`src/rtl/senha_checker_param_if.sv`:
```
// Keypad-side and lock-side signals of the password checker, bundled.
// master = keypad/test driver, slave = checker.
interface senha_checker_param_if #(
    parameter int CODE_W = 2,
    parameter int CNT_W  = 3
);
    logic              EM_SENHA;
    logic              EN;
    logic [CODE_W-1:0] COD;
    logic              S_INATI;
    logic              CERTO;
    logic              ERRO;
    logic              INATIVO;
    logic              BLOQ;
    logic [CNT_W-1:0]  DIG_CNT;

    modport master (
        output EM_SENHA, EN, COD,
        input  S_INATI, CERTO, ERRO, INATIVO, BLOQ, DIG_CNT
    );

    modport slave (
        input  EM_SENHA, EN, COD,
        output S_INATI, CERTO, ERRO, INATIVO, BLOQ, DIG_CNT
    );
endinterface

```
`src/rtl/senha_checker_param.sv`:
```
// Parametrised keypad password checker: DIGITS codes of CODE_W bits, inactivity
// timeout, early/late error reporting and lockout after MAX_ERR failed attempts.
module senha_checker_param #(
    parameter int                     DIGITS      = 4,
    parameter int                     CODE_W      = 2,
    parameter logic [DIGITS*CODE_W-1:0] SENHA     = 8'b00_10_10_00,
    parameter bit                     EARLY_ERR   = 1'b1,
    parameter int                     TIMEOUT_CYC = 16,
    parameter int                     MAX_ERR     = 3,
    parameter int                     LOCK_CYC    = 64
) (
    input  logic                  clk,
    input  logic                  rst_n,
    senha_checker_param_if.slave  sc_if
);
    localparam int IDX_W = (DIGITS > 1) ? $clog2(DIGITS) : 1;
    localparam int CNT_W = $clog2(DIGITS + 1);
    localparam int TMR_W = $clog2(TIMEOUT_CYC);
    localparam int LCK_W = $clog2(LOCK_CYC + 1);
    localparam int ERR_W = $clog2(MAX_ERR + 1);

    typedef enum logic [2:0] {
        ST_IDLE  = 3'd0,
        ST_ENTRY = 3'd1,
        ST_OK    = 3'd2,
        ST_ER    = 3'd3,
        ST_IN    = 3'd4,
        ST_LOCK  = 3'd5
    } state_t;

    state_t            state_q, state_d;
    logic [IDX_W-1:0]  idx_q, idx_d;
    logic              mis_q, mis_d;
    logic [TMR_W-1:0]  tmr_q, tmr_d;
    logic [ERR_W-1:0]  err_q, err_d;
    logic [LCK_W-1:0]  lck_q, lck_d;

    logic              s_inati_q, s_inati_d;
    logic              certo_q, certo_d;
    logic              erro_q, erro_d;
    logic              inativo_q, inativo_d;
    logic              bloq_q, bloq_d;
    logic [CNT_W-1:0]  dig_cnt_q, dig_cnt_d;

    // Digit 0 is the most significant slice of SENHA.
    logic [DIGITS-1:0][CODE_W-1:0] dig_tab;
    for (genvar g = 0; g < DIGITS; g++) begin : g_dig
        assign dig_tab[g] = SENHA[(DIGITS-1-g)*CODE_W +: CODE_W];
    end

    logic              mis_now;
    logic [ERR_W-1:0]  err_inc;

    // Next-state logic; outputs are decoded from the next state so they are registered.
    always_comb begin
        state_d = state_q;
        idx_d   = idx_q;
        mis_d   = mis_q;
        tmr_d   = tmr_q;
        err_d   = err_q;
        lck_d   = lck_q;
        mis_now = (sc_if.COD != dig_tab[idx_q]);
        err_inc = (err_q == ERR_W'(MAX_ERR)) ? err_q : err_q + 1'b1;

        case (state_q)
            ST_IDLE: begin
                if (sc_if.EM_SENHA) begin
                    state_d = ST_ENTRY;
                    idx_d   = '0;
                    mis_d   = 1'b0;
                    tmr_d   = '0;
                end
            end
            ST_ENTRY: begin
                if (!sc_if.EM_SENHA) begin
                    // Abort wins over a simultaneous keypress; failures so far are kept.
                    state_d = ST_IDLE;
                end else if (sc_if.EN) begin
                    mis_d = mis_q | mis_now;
                    tmr_d = '0;
                    if (EARLY_ERR && mis_now) begin
                        state_d = ST_ER;
                    end else if (idx_q == IDX_W'(DIGITS-1)) begin
                        if (mis_q | mis_now) begin
                            state_d = ST_ER;
                        end else begin
                            state_d = ST_OK;
                            err_d   = '0;
                        end
                    end else begin
                        idx_d = idx_q + 1'b1;
                    end
                end else if (tmr_q == TMR_W'(TIMEOUT_CYC-1)) begin
                    state_d = ST_IN;
                end else begin
                    tmr_d = tmr_q + 1'b1;
                end
            end
            ST_OK, ST_IN: begin
                if (!sc_if.EM_SENHA) state_d = ST_IDLE;
            end
            ST_ER: begin
                err_d   = err_inc;
                lck_d   = '0;
                state_d = (err_inc == ERR_W'(MAX_ERR)) ? ST_LOCK : ST_IDLE;
            end
            ST_LOCK: begin
                // Inputs are deliberately ignored until the lockout expires.
                if (lck_q == LCK_W'(LOCK_CYC-1)) begin
                    state_d = ST_IDLE;
                    err_d   = '0;
                    lck_d   = '0;
                end else begin
                    lck_d = lck_q + 1'b1;
                end
            end
            default: state_d = ST_IDLE;
        endcase

        s_inati_d = (state_d == ST_ENTRY);
        certo_d   = (state_d == ST_OK);
        erro_d    = (state_d == ST_ER);
        inativo_d = (state_d == ST_IN);
        bloq_d    = (state_d == ST_LOCK);
        dig_cnt_d = (state_d == ST_ENTRY) ? CNT_W'(idx_d) : '0;
    end

    // State, counters and output registers.
    always_ff @(posedge clk or negedge rst_n) begin
        if (!rst_n) begin
            state_q   <= ST_IDLE;
            idx_q     <= '0;
            mis_q     <= 1'b0;
            tmr_q     <= '0;
            err_q     <= '0;
            lck_q     <= '0;
            s_inati_q <= 1'b0;
            certo_q   <= 1'b0;
            erro_q    <= 1'b0;
            inativo_q <= 1'b0;
            bloq_q    <= 1'b0;
            dig_cnt_q <= '0;
        end else begin
            state_q   <= state_d;
            idx_q     <= idx_d;
            mis_q     <= mis_d;
            tmr_q     <= tmr_d;
            err_q     <= err_d;
            lck_q     <= lck_d;
            s_inati_q <= s_inati_d;
            certo_q   <= certo_d;
            erro_q    <= erro_d;
            inativo_q <= inativo_d;
            bloq_q    <= bloq_d;
            dig_cnt_q <= dig_cnt_d;
        end
    end

    assign sc_if.S_INATI = s_inati_q;
    assign sc_if.CERTO   = certo_q;
    assign sc_if.ERRO    = erro_q;
    assign sc_if.INATIVO = inativo_q;
    assign sc_if.BLOQ    = bloq_q;
    assign sc_if.DIG_CNT = dig_cnt_q;
endmodule

```
`src/flat_wrapper.sv`:
```
// flat-port wrapper written by rule: the top's interface ports become plain ports
module senha_checker_param_flat 
#(
    parameter int                     DIGITS      = 4,
    parameter int                     CODE_W      = 2,
    parameter logic [DIGITS*CODE_W-1:0] SENHA     = 8'b00_10_10_00,
    parameter bit                     EARLY_ERR   = 1'b1,
    parameter int                     TIMEOUT_CYC = 16,
    parameter int                     MAX_ERR     = 3,
    parameter int                     LOCK_CYC    = 64
)
  (clk, rst_n, sc_if_EM_SENHA, sc_if_EN, sc_if_COD, sc_if_S_INATI, sc_if_CERTO, sc_if_ERRO, sc_if_INATIVO, sc_if_BLOQ, sc_if_DIG_CNT);
  senha_checker_param_if #(.CODE_W(CODE_W), .CNT_W(3)) sc_if_i ();
  input  logic clk;
  input  logic rst_n;
  input wire logic [$bits(sc_if_i.EM_SENHA)-1:0] sc_if_EM_SENHA;
  input wire logic [$bits(sc_if_i.EN)-1:0] sc_if_EN;
  input wire logic [$bits(sc_if_i.COD)-1:0] sc_if_COD;
  output wire logic [$bits(sc_if_i.S_INATI)-1:0] sc_if_S_INATI;
  output wire logic [$bits(sc_if_i.CERTO)-1:0] sc_if_CERTO;
  output wire logic [$bits(sc_if_i.ERRO)-1:0] sc_if_ERRO;
  output wire logic [$bits(sc_if_i.INATIVO)-1:0] sc_if_INATIVO;
  output wire logic [$bits(sc_if_i.BLOQ)-1:0] sc_if_BLOQ;
  output wire logic [$bits(sc_if_i.DIG_CNT)-1:0] sc_if_DIG_CNT;
  assign sc_if_i.EM_SENHA = sc_if_EM_SENHA;
  assign sc_if_i.EN = sc_if_EN;
  assign sc_if_i.COD = sc_if_COD;
  assign sc_if_S_INATI = sc_if_i.S_INATI;
  assign sc_if_CERTO = sc_if_i.CERTO;
  assign sc_if_ERRO = sc_if_i.ERRO;
  assign sc_if_INATIVO = sc_if_i.INATIVO;
  assign sc_if_BLOQ = sc_if_i.BLOQ;
  assign sc_if_DIG_CNT = sc_if_i.DIG_CNT;
  senha_checker_param #(.DIGITS(DIGITS), .CODE_W(CODE_W), .SENHA(SENHA), .EARLY_ERR(EARLY_ERR), .TIMEOUT_CYC(TIMEOUT_CYC), .MAX_ERR(MAX_ERR), .LOCK_CYC(LOCK_CYC)) u_core (.clk(clk), .rst_n(rst_n), .sc_if(sc_if_i));
endmodule
```
`config.mk`:
```
export PLATFORM = sky130hd
export DESIGN_NAME = senha_checker_param_flat
export DESIGN_NICKNAME = d
export VERILOG_FILES = /design/src/rtl/senha_checker_param_if.sv /design/src/rtl/senha_checker_param.sv /design/src/flat_wrapper.sv
export SDC_FILE = /design/constraint.sdc
export NUM_CORES = 1
export LEC_CHECK = 0
export CAP_MARGIN = 20
export CORE_UTILIZATION = 35
export CTS_BUF_LIST = sky130_fd_sc_hd__clkbuf_4
export CTS_CLUSTER_SIZE = 16
export DETAILED_ROUTE_END_ITERATION = 8
export GPL_TIMING_DRIVEN = 0
export SLEW_MARGIN = 20
export SYNTH_ARGS = -nofsm -noshare
export SYNTH_HDL_FRONTEND = slang
export SYNTH_SLANG_ARGS = --single-unit
```
`constraint.sdc`:
```
create_clock -name clk -period 4.65 [get_ports clk]
set_input_delay 1.1625 -clock clk [delete_from_list [all_inputs] [get_ports clk]]
set_output_delay 1.1625 -clock clk [all_outputs]
set_load 0.02 [all_outputs]
```
# After elaboration in Yosys (flattened, before gate mapping)
# Cells that the tools add are included.
# W data, S select, Z words.
# word_totals
inputBits	6
out_inout_bits	8
regBits	27
elab_cells	89
# op_classes
n_addsub	4
n_eq_ne	24
bitwise	1
muxes	39
magnitude_cmp	1
reduce_logical	8
# op_table
cell	count
$mux W2	14
$mux W3	9
$mux W4	4
$pmux W3 S5	1
$pmux W7 S2	1
$eq A3 B2 Y1 const B	4
$eq A3 B3 Y1 const B	4
$ne A2 B2 Y1 const B	5
$pmux W4 S2	1
$reduce_and A4 Y1	2
$add A7 B1 Y7 const B	1
$eq A7 B6 Y1 const B	1
$mux W7	1
$reduce_and A7 Y1	1
$eq A2 B2 Y1 const B	3
$eq A3 B1 Y1 const B	2
$pmux W2 S3	1
$add A2 B1 Y2 const B	2
$add A4 B1 Y4 const B	1
$bmux W2 S2	1
$eq A4 B4 Y1 const B	1
$mux W1	4
$ne A2 B1 Y1 const B	2
$pmux W2 S2	1
9 further kinds	10

# Logic depth before layout (Yosys ltp)
# logic_depth
ltp_word	12
depth_mapped	6
ltp_nobuf	6

# Worst setup path after synthesis
# Ideal clock, no wire load.
# synth_timing
path_kind	input to register
startpoint	input port sc_if_EM_SENHA
endpoint	register u_core.dig_cnt_q[1] (netlist: u_core.sc_if.DIG_CNT[1])
t_required_ps	4517
setup_time_ps	133
path_slack_ps	2404
stages	4
t_arrival_ps	2114
path_buffers	1
path_cell_list	or3b_1 buf_2 a221o_1 nor3b_2
# synth_via
word_cells_on_any_way	9
classes_between	eq/ne: 1; mux: 8
# synth_lines
item	line	text
start: declaration	flat_wrapper.sv:16	input wire logic [$bits(sc_if_i.EM_SENHA)-1:0] sc_if_EM_SENHA;
$mux W2 (on tied branches)	senha_checker_param.sv:75, senha_checker_param.sv:67	
$pmux W2 S2 (*)	senha_checker_param.sv:65	case (state_q)
net u_core.idx_d[1]	senha_checker_param.sv:32	logic [IDX_W-1:0] idx_q, idx_d;
$mux W2 (*)	senha_checker_param.sv:125	dig_cnt_d = (state_d == ST_ENTRY) ? CNT_W'(idx_d) : '0;
net u_core.dig_cnt_d[1]	senha_checker_param.sv:43	logic [CNT_W-1:0] dig_cnt_q, dig_cnt_d;
end signal: assignment	senha_checker_param.sv:155	dig_cnt_q <= dig_cnt_d;
end: declaration	senha_checker_param.sv:43	
# Mark *: on every way through the listed nets, which the timed path passes. The rest lies on a longest branch.
# A chain may end at the register's enable or synchronous reset.

# Worst setup path after layout
# layout_timing
startpoint	input port sc_if_EM_SENHA
endpoint	register u_core.dig_cnt_q[0] (netlist: u_core.sc_if.DIG_CNT[0])
# The elaborated chain is that of the path after synthesis.

==> impl_metrics.py <==
metrics = {
    "status": {
        "outcome": "completed",
    },
    "min_path": {
        "worstHoldEndpoint": "u_core.tmr_q[2]",
        "hold_path_startpoint": "u_core.tmr_q[2]",
        "hold_class": "reg2reg",
        "hold_path_depth": 1,
    },
    "cells_and_area": {
        "finalCoreUtilization": 0.414,
        "drive_gt1_frac": 0.0947,
        "fin_nets": 181,
        "antenna_cells": 0,
        "finalNonFillerCells": 219,
        "area_delta_synth_final_pct": 13.2,
        "finalInstanceArea_mm2": 0.00167,
    },
    "clocking": {
        "clkLatencyLatePin_ns": 0.31,
        "cts_hold_buf": 0,
        "clk_pin_slew_worst_paths_ns": 0.14,
        "clk_path_buf_depth": 2,
        "post_cts_buffers": 0,
        "htreeDepth": 1,
        "cts_sinks": 26,
        "post_cts_resized": 0,
        "tritoncts": "done",
        "cts_buffers": 3,
        "root_buffer": "clkbuf_4",
    },
    "worst_setup_path": {
        "r2r-start": "u_core.idx_q[0]",
        "worst-r2r-setup-slack_ns": 2.67,
        "critical_path_arrival_ns": 2.73,
        "crit_fanout": 6,
        "cp_num_buf_inv": 2,
        "cp_cell_sequence": "clkdlybuf4s50_1, or3b_1, buf_2, a221o_1, nor3b_1",
        "crit_slowest_cell": "clkdlybuf4s50_1",
        "path_class": "in2reg",
        "r2r-end": "u_core.sc_if.ERRO",
        "endpoint_kind": "flop",
        "startpoint": "sc_if_EM_SENHA",
        "slowest_delay_ns": 0.51,
        "start_kind": "input pin",
        "rr_worst_depth": 6,
        "required_ns": 4.85,
        "critical-path-top-delay-family": "buffers and inverters",
    },
    "drt": {
        "via_count": 1215,
        "routed_via_density": 5.55,
        "drt-initial-drc-count": 71,
        "firstDrtPassIters": 4,
        "post_drt_wl_per_cell_um": 14.4,
        "drt_wl_total_um": 3150,
        "ant_nets": 0,
        "drc": 0,
    },
    "power": {
        "leakagePower_nw": 0.740,
        "power_switching_mw": 0.225,
        "ir_worst_vdd_uv": 162,
        "p_comb_frac": 0.367,
        "clkPwrFrac": 0.156,
        "power.density_mw_per_mm2": 370,
        "intPower_mw": 0.392,
        "seq_power_share": 0.477,
        "switching_share": 0.364,
    },
    "sta": {
        "fin_crit_sh": 0.544,
        "worstMarginPinSlew_ns": 0.584,
        "slew_headroom": 0.611,
        "min_period_ns": 2.53,
        "finalSetupTns_ns": 0,
        "slew_viol_final": 0,
        "setup_violations": 0,
        "skew_ns": 0.00423,
        "hold_viol": 0,
        "fmax_mhz": 395,
        "rsz0062_at_grt": "false",
    },
    "die": {
        "die_x_um": 66.9,
        "initial_utilization": 0.366,
        "rows": 23,
        "die_y_um": 66.9,
        "dieArea_mm2": 0.00447,
        "io_pins": 14,
        "core_mm2": 0.00403,
    },
    "grt": {
        "grt_pass1_wl_um": 5310,
        "grt_max_degree": 27,
        "grt_use_total": 0.160,
        "first_global_vias": 1185,
        "antenna_found_initial": 0,
        "overflow": 0,
    },
    "synthesis": {
        "synthMostInstantiatedCell": "dfrtp_1",
        "syn_inst": 154,
        "async_flop_share": 1.00,
        "synthTopCellsByArea": "dfrtp_1 44%, nand2_1 4.8%, ha_1 4.2%, a21oi_1 3.1%, a221o_1 2.7%",
        "avgSynthCellArea_um2": 9.56,
        "synth_common_cells": "26 x dfrtp_1, 19 x nand2_1, 9 x a21oi_1, 7 x inv_1, 7 x o21ai_0",
        "ys.flop_type": "dfrtp_1",
        "syn_nets": 165,
        "yosysWarnings": 0,
        "ys_types": 52,
        "synth-seq-cells": 26,
        "synth_top_area_frac": 0.442,
        "ys_seq_area_frac": 0.442,
        "synth_area_mm2": 0.00147,
        "yosysTopAreaCell": "dfrtp_1",
        "synth_edf_count": 0,
    },
    "placed_design": {
        "port_buffers": 11,
        "gp_congestion": 0.786,
        "dp_cells": 215,
        "hpwl_um": 2290,
        "place_area_mm2": 0.00164,
    },
    "run": {
        "drv_cap": 0,
    },
}
## power groups by stage
stage	registers (mW)	logic (mW)	clock network, mW
6_report	0.294	0.226	0.0961
3_3_place_gp	0.297	0.216	0
5_1_grt	0.300	0.255	0.113
3_5_place_dp	0.299	0.226	0
4_1_cts	0.294	0.227	0.104
2_1_floorplan	0.300	0.159	0
## layout make-up
class,count,area [um^2]
timing repair buffer,11,105
fill,411,2360
inverter,7,26.3
multi-input combinational,112,747
buffer,9,48.8
sequential,26,651
tap,50,62.6
clock inverter,1,3.75
clock buffer,3,22.5
## sequential cells by signal, indices dropped and copies added, names as in the netlist
register / count
u_core.err_q: 2
u_core.idx_q: 2
u_core.lck_q: 7
u_core.mis_q: 1
u_core.sc_if.BLOQ: 1
u_core.sc_if.CERTO: 1
u_core.sc_if.DIG_CNT: 2
u_core.sc_if.ERRO: 1
u_core.sc_if.INATIVO: 1
u_core.sc_if.S_INATI: 1
u_core.state_q: 3
u_core.tmr_q: 4
## cell families after synthesis
kind of cell	Yosys count	synth area share
simple gates	53	0.204
compound gates	49	0.231
flops	26	0.442
buf+inv	16	0.0510
fa+ha+maj	5	0.0425
xor+xnor	2	0.0119
mux	2	0.0153
other cells	1	0.00255
## worst max-delay path by stage
stage                                    to  slack, ns  depth (start not counted)
floorplan           u_core.sc_if.DIG_CNT[1]       2.40                          4
global placement    u_core.sc_if.DIG_CNT[1]       1.80                          5
detailed placement  u_core.sc_if.DIG_CNT[0]       1.78                          5
CTS                 u_core.sc_if.DIG_CNT[0]       2.13                          5
global route        u_core.sc_if.DIG_CNT[0]       2.07                          5
finish              u_core.sc_if.DIG_CNT[0]       2.12                          5
## worst reg2reg max path, cell delays in order, from the launching register on
cell and delay (ns):
dfrtp_1 0.43, inv_1 0.08, ha_1 0.33, xnor2_1 0.35, a21oi_1 0.13, o21ai_1 0.39
a21boi_0 0.16
## metrics by stage
stage | total power [mW] | worst slack (ns) | hold WS, ns
final | 0.617 | 2.12 | 0.510
after global routing | 0.668 | 2.07 | 0.557
after CTS | 0.625 | 2.13 | 0.509
after detailed placement | 0.525 | 1.78 | 0.486
after global placement | 0.513 | 1.80 | 0.486
after floorplan | 0.459 | 2.40 | 0.455
## per-layer routing
metal / wire (um) / global-route usage
met4: 37 / 0.0718
met3: 95 / 0.0308
met2: 1560 / 0.277
met5: 0 / 0
met1: 1460 / 0.190
## layout by cell type, fill, tap and decap left out, drive strengths merged, types with 2 or more instances in the layout
| master | instances |
|---|---|
| a21boi | 2 |
| and3 | 5 |
| o21ai | 13 |
| dfrtp | 26 |
| ha | 5 |
| and4b | 2 |
| a31o | 2 |
| buf | 7 |
| nor2b | 3 |
| nand2 | 19 |
| clkdlybuf4s50 | 10 |
| mux2 | 2 |
| a221o | 4 |
| a21o | 2 |
| inv | 7 |
| a311oi | 2 |
| nor3 | 2 |
| o31ai | 2 |
| nor2 | 5 |
| nand2b | 5 |
| nor3b | 3 |
| and2 | 2 |
| a21oi | 10 |
| clkbuf | 6 |
| nand3 | 2 |
Note: power is estimated with default switching activity, not from simulation.
